[src/rtl/dec_pkg.sv]
// Shared types and helpers for the sequential one-hot decoder.
// Select widths up to MAX_SEL_W are supported by onehot_of().
package dec_pkg;

    typedef enum logic [1:0] {
        StIdle,
        StHold,
        StScan
    } dec_state_e;

    localparam int unsigned MAX_SEL_W = 8;
    localparam int unsigned MAX_OUT_W = 32'd1 << MAX_SEL_W;

    function automatic int unsigned out_w_of(input int unsigned sel_w);
        return 32'd1 << sel_w;
    endfunction

    // Callers size-cast the result down to their own OUT_W.
    function automatic logic [MAX_OUT_W-1:0] onehot_of(input int unsigned idx);
        return MAX_OUT_W'(1) << idx;
    endfunction

endpackage

[src/rtl/dec_dwell_timer.sv]
// Dwell counter for scan mode: load latches the dwell value and clears the count,
// tc flags the last cycle of the current line's dwell.
module dec_dwell_timer
    import dec_pkg::*;
#(
    parameter int unsigned DWELL_W = 4
) (
    input  logic               clk,
    input  logic               rst,
    input  logic               load,
    input  logic               clear,
    input  logic               run,
    input  logic [DWELL_W-1:0] dwell,
    output logic               tc
);

    logic [DWELL_W-1:0] cnt_q, cnt_d;
    logic [DWELL_W-1:0] dwell_q, dwell_d;

    assign tc = (cnt_q == dwell_q);

    always_comb begin
        cnt_d   = cnt_q;
        dwell_d = dwell_q;
        if (load) begin
            cnt_d   = '0;
            dwell_d = dwell;
        end else if (clear) begin
            cnt_d = '0;
        end else if (run) begin
            cnt_d = tc ? '0 : cnt_q + DWELL_W'(1);
        end
    end

    always_ff @(posedge clk) begin
        if (rst) begin
            cnt_q   <= '0;
            dwell_q <= '0;
        end else begin
            cnt_q   <= cnt_d;
            dwell_q <= dwell_d;
        end
    end

endmodule

[src/rtl/param_decoder_seq.sv]
// Registered N-to-2^N one-hot decoder with valid/ready input and an auto-scan mode.
// Define DEC_ONEHOT_CHECK_EN to add the sticky onehot_err output and its assertion.
module param_decoder_seq
    import dec_pkg::*;
#(
    parameter int unsigned SEL_W   = 2,
    parameter int unsigned DWELL_W = 4,
    parameter bit          ACT_LOW = 1'b0
) (
    input  logic                      clk,
    input  logic                      rst,
    input  logic                      mode,
    input  logic                      in_valid,
    output logic                      in_ready,
    input  logic [SEL_W-1:0]          sel,
    input  logic                      en,
    input  logic [DWELL_W-1:0]        dwell,
    input  logic                      stop,
    output logic [(1 << SEL_W)-1:0]   out_lines,
    output logic                      out_valid,
    output logic [SEL_W-1:0]          cur_idx
`ifdef DEC_ONEHOT_CHECK_EN
    ,
    output logic                      onehot_err
`endif
);

    localparam int unsigned OUT_W = out_w_of(SEL_W);

    dec_state_e       state_q, state_d;
    logic [OUT_W-1:0] raw_q, raw_d;
    logic [SEL_W-1:0] idx_q, idx_d;
    logic             valid_q, valid_d;

    logic xfer;
    logic tmr_load, tmr_clear, tmr_run, tmr_tc;

    assign in_ready  = (state_q != StScan);
    assign xfer      = in_valid && in_ready;
    assign out_lines = ACT_LOW ? ~raw_q : raw_q;
    assign out_valid = valid_q;
    assign cur_idx   = idx_q;

    dec_dwell_timer #(
        .DWELL_W (DWELL_W)
    ) u_dwell_timer (
        .clk   (clk),
        .rst   (rst),
        .load  (tmr_load),
        .clear (tmr_clear),
        .run   (tmr_run),
        .dwell (dwell),
        .tc    (tmr_tc)
    );

    always_comb begin
        state_d   = state_q;
        raw_d     = raw_q;
        idx_d     = idx_q;
        valid_d   = 1'b0;
        tmr_load  = 1'b0;
        tmr_clear = 1'b0;
        tmr_run   = 1'b0;
        unique case (state_q)
            StIdle, StHold: begin
                if (xfer) begin
                    idx_d   = sel;
                    valid_d = 1'b1;
                    if (mode) begin
                        // en has no effect on a scan start.
                        raw_d    = OUT_W'(onehot_of(32'(sel)));
                        tmr_load = 1'b1;
                        state_d  = StScan;
                    end else begin
                        raw_d   = en ? OUT_W'(onehot_of(32'(sel))) : '0;
                        state_d = StHold;
                    end
                end
            end
            StScan: begin
                // stop beats a coincident advance.
                if (stop) begin
                    raw_d     = '0;
                    valid_d   = 1'b1;
                    tmr_clear = 1'b1;
                    state_d   = StIdle;
                end else begin
                    tmr_run = 1'b1;
                    if (tmr_tc) begin
                        idx_d   = idx_q + SEL_W'(1);
                        raw_d   = OUT_W'(onehot_of(32'(idx_d)));
                        valid_d = 1'b1;
                    end
                end
            end
            default: begin
                state_d = StIdle;
            end
        endcase
    end

    always_ff @(posedge clk) begin
        if (rst) begin
            state_q <= StIdle;
            raw_q   <= '0;
            idx_q   <= '0;
            valid_q <= 1'b0;
        end else begin
            state_q <= state_d;
            raw_q   <= raw_d;
            idx_q   <= idx_d;
            valid_q <= valid_d;
        end
    end

`ifdef DEC_ONEHOT_CHECK_EN
    logic multi_hot;
    logic err_q;

    assign multi_hot  = |(raw_q & (raw_q - OUT_W'(1)));
    assign onehot_err = err_q;

    always_ff @(posedge clk) begin
        if (rst) begin
            err_q <= 1'b0;
        end else if (multi_hot) begin
            err_q <= 1'b1;
        end
    end

    a_raw_onehot: assert property (@(posedge clk) disable iff (rst) !multi_hot)
        else $error("param_decoder_seq: raw output has more than one line set");
`else
    // Without the checker the register image is trusted as one-hot by construction.
`endif

endmodule

[config.mk]
export PLATFORM = sky130hd
export DESIGN_NAME = param_decoder_seq
export DESIGN_NICKNAME = d
export VERILOG_FILES = /design/src/rtl/dec_pkg.sv /design/src/rtl/dec_dwell_timer.sv /design/src/rtl/param_decoder_seq.sv
export SDC_FILE = /design/constraint.sdc
export NUM_CORES = 1
export LEC_CHECK = 0
export ABC_AREA = 1
export CELL_PAD_IN_SITES_DETAIL_PLACEMENT = 1
export CELL_PAD_IN_SITES_GLOBAL_PLACEMENT = 1
export CORE_MARGIN = 1
export CORE_UTILIZATION = 32
export DETAILED_ROUTE_END_ITERATION = 7
export DONT_BUFFER_PORTS = 1
export GPL_ROUTABILITY_DRIVEN = 0
export GPL_TIMING_DRIVEN = 0
export PLACE_DENSITY = 0.65
export SLEW_MARGIN = 25
export SYNTH_ARGS = -nofsm -noshare
export SYNTH_HDL_FRONTEND = slang
export SYNTH_HIERARCHICAL = 1
export SYNTH_SLANG_ARGS = --single-unit
[constraint.sdc]
create_clock -name clk -period 1.4 [get_ports clk]
set_input_delay 0 -clock clk [delete_from_list [all_inputs] [get_ports clk]]
set_output_delay 0 -clock clk [all_outputs]
set_load 0.03 [all_outputs]
==> results_dict.tcl <==
set metrics [dict create \
    period_share_pct 101.5 \
    cts_max_level 1 \
    postLayoutCoreUtil_pct 45.05 \
    vdd_drop_max_v 0.0004094 \
    die_x_um 56.69 \
    crit_fanout 3 \
    final_nets 178 \
    clk_latency_ps 290 \
    grt_use_total_pct 18.45 \
    boundaryPins 20 \
    rsz0062_at_grt "yes" \
    slew_viol_final 0 \
    portBuffers 0 \
    drc_errors 2 \
    hold_class "in -> reg" \
    final-setup-viol-count 1 \
    tightest_slew_ps 377.1 \
    syn_nets 157 \
    die_h_um 56.69 \
    num_rows 19 \
    grt_pass1_vias 1013 \
    leakage_uw 0.0005638 \
    max_freq_ghz 0.7036 \
    cts_tree "done" \
    ys_seq_elements 17 \
    final_layout_size_suffix_gt1_share_pct 27.50 \
    synth_top_area_share_pct 35.56 \
    synth_cells 140 \
    avgSynthCellArea_um2 6.837 \
    violations "design-rule violations, negative setup slack" \
    synth_area_leaders "dfxtp_1 36%, nand2_1 14%, nor2_1 11%, ha_1 6.5%, inv_1 5.9%" \
    start_util_pct 34.12 \
    drt-initial-drc-count 12 \
    cts_sinks 17 \
    clkSlewWorstSetupHoldPaths_ps 100 \
    crit_top_cell "nor2_1" \
    via_per_inst 4.948 \
    criticalPathCategory "reg -> reg" \
    dr_total_vias 945 \
    antenna_cells 0 \
    grt-ovfl-total 0 \
    syn_area_um2 957.2 \
    fill_cells 367 \
    dieArea_mm2 0.003214 \
    hold_slack_ps 18.27 \
    cts_made_buffers 3 \
    final_cell_mix "27 x nor2_1, 27 x nand2_1, 12 x inv_1, 9 x nand2_2, 9 x dlygate4sd3_1" \
    required_ps 1600 \
    antenna_left 0 \
    syn2layout_area_growth_pct 32.03 \
    root_buffer "clkbuf_4" \
    drtPass1Iterations 6 \
    slew_headroom_pct 74.83 \
    synth_top_area_cell "dfxtp_1" \
    end_kind "flop" \
    dp_hpwl_mm 1.759 \
    finalHoldViolCount 0 \
    crit_arrival_ps 1620 \
    crit_chain "inv_2 -> nand2_2 -> nand2_4 -> nor4_4 -> inv_1 -> o21ai_1 -> nand2_1 -> nor2_1 -> nor2_1" \
    cap_violations 0 \
    grt_pass1_wl_mm 4.478 \
    critical_path.max_stage_delay_ps 370 \
    dp.cells 171 \
    wl_per_cell_um 13.83 \
    fin_crit_ps 1421 \
    cts_buffer_depth 2 \
    antenna_found_initial 0 \
    core_area_mm2 0.002805 \
    crit_slowest_cell "dfxtp_4" \
    stdcell_count 191 \
    setup_ws_ps -21.18 \
    status "finished with violations" \
    grt_max_degree 10 \
    clock-skew-final_ps 2.171 \
    synth_cell_types 22 \
    final.setup.tns_ps -21.18 \
    cp-start-kind "flop" \
    yosys_warnings 6 \
    ys_seq_area_share_pct 35.56 \
    routed_wl_mm 2.642 \
    power_density_mw_per_mm2 870.9 \
]
per-layer routing:
metal | vias to the layer above | global-route usage [%] | wire (um)
li1 | 477 | - | -
met1 | 445 | 21.91 | 1239
met2 | 19 | 31.97 | 1255
met3 | 4 | 5.991 | 112
met4 | 0 | 4.286 | 35
met5 | - | 0 | 0
power by group:
group | leakage [uW] | internal (uW) | total, uW | switching [uW]
Clock | 0.0000150 | 111 | 270 | 159
Combinational | 0.000404 | 108 | 255 | 147
Sequential | 0.000144 | 512 | 575 | 63.1
critical path, delay by kind of cell, from the launching register on:
family                 cells  cell delay (ps)
AOI/OAI and AO/OA          1              140
DFF                        1              370
and+or+nand+nor            6              680
buffers and inverters      2              130
synth_stat cells (all sizes together):
cell and number:
xor2 2, nand3b 4, o21a 2, dfxtp 17, nor3 1, nand4 1
a211oi 4, o21ai 4, inv 19, a21oi 2, xnor2 1, nand2 40
mux2i 1, ha 5, nor4 1, nand3 5, nor2 30, o211ai 1
worst paths after layout:
path	to	depth (start not counted)	start	slack, ps
max	cur_idx[1]$_SDFFE_PP0P_	9	u_dwell_timer/cnt_q[0]$_SDFFE_PP0P_	-20
min	cur_idx[0]$_SDFFE_PP0P_	4	stop	20
max reg2reg	cur_idx[1]$_SDFFE_PP0P_	9	u_dwell_timer/cnt_q[0]$_SDFFE_PP0P_	-20
min reg2reg	u_dwell_timer/dwell_q[2]$_SDFFE_PP0P_	2	u_dwell_timer/dwell_q[2]$_SDFFE_PP0P_	490
final cells by class:
| type | instances | area [um^2] | area share (%) |
|---|---|---|---|
| clock buffer | 4 | 26.28 | 2.079 |
| tap | 31 | 38.79 | 3.069 |
| sequential | 17 | 359.1 | 28.42 |
| inverter | 19 | 71.32 | 5.644 |
| timing repair buffer | 16 | 155.1 | 12.28 |
| multi-input combinational | 104 | 613.1 | 48.51 |
flip-flops by register name (all words and copies together) (netlist names):
signal / count
out_lines: 4
u_dwell_timer/dwell_q: 4
state_q: 2
out_valid: 1
cur_idx: 2
u_dwell_timer/cnt_q: 4
stage by stage:
stage,setup WS (ps),total power (uW),area (um^2)
floorplan,53.40,727.5,957.2
global placement,-183.0,761.3,996.0
detailed placement,-239.6,768.2,996.0
CTS,-8.280,1105,1241
global route,-132.5,1169,1264
finish,-21.18,1101,1264
kinds of logic after synthesis:
kind of cell    synth area share, %
compound gates                9.019
buf+inv                       7.450
mux                           1.046
flops                         35.56
xor+xnor                      2.746
fa+ha+maj                     6.536
simple gates                  37.65
repair_timing:
item,in CTS,in global routing
gates resized for setup,23,10
endpoints found under the hold margin,11,0
pin swaps,11,6
hold buffers,9,0
setup buffers,7,0
endpoints found under the setup margin,11,12
(Power assumes the default switching activity.)
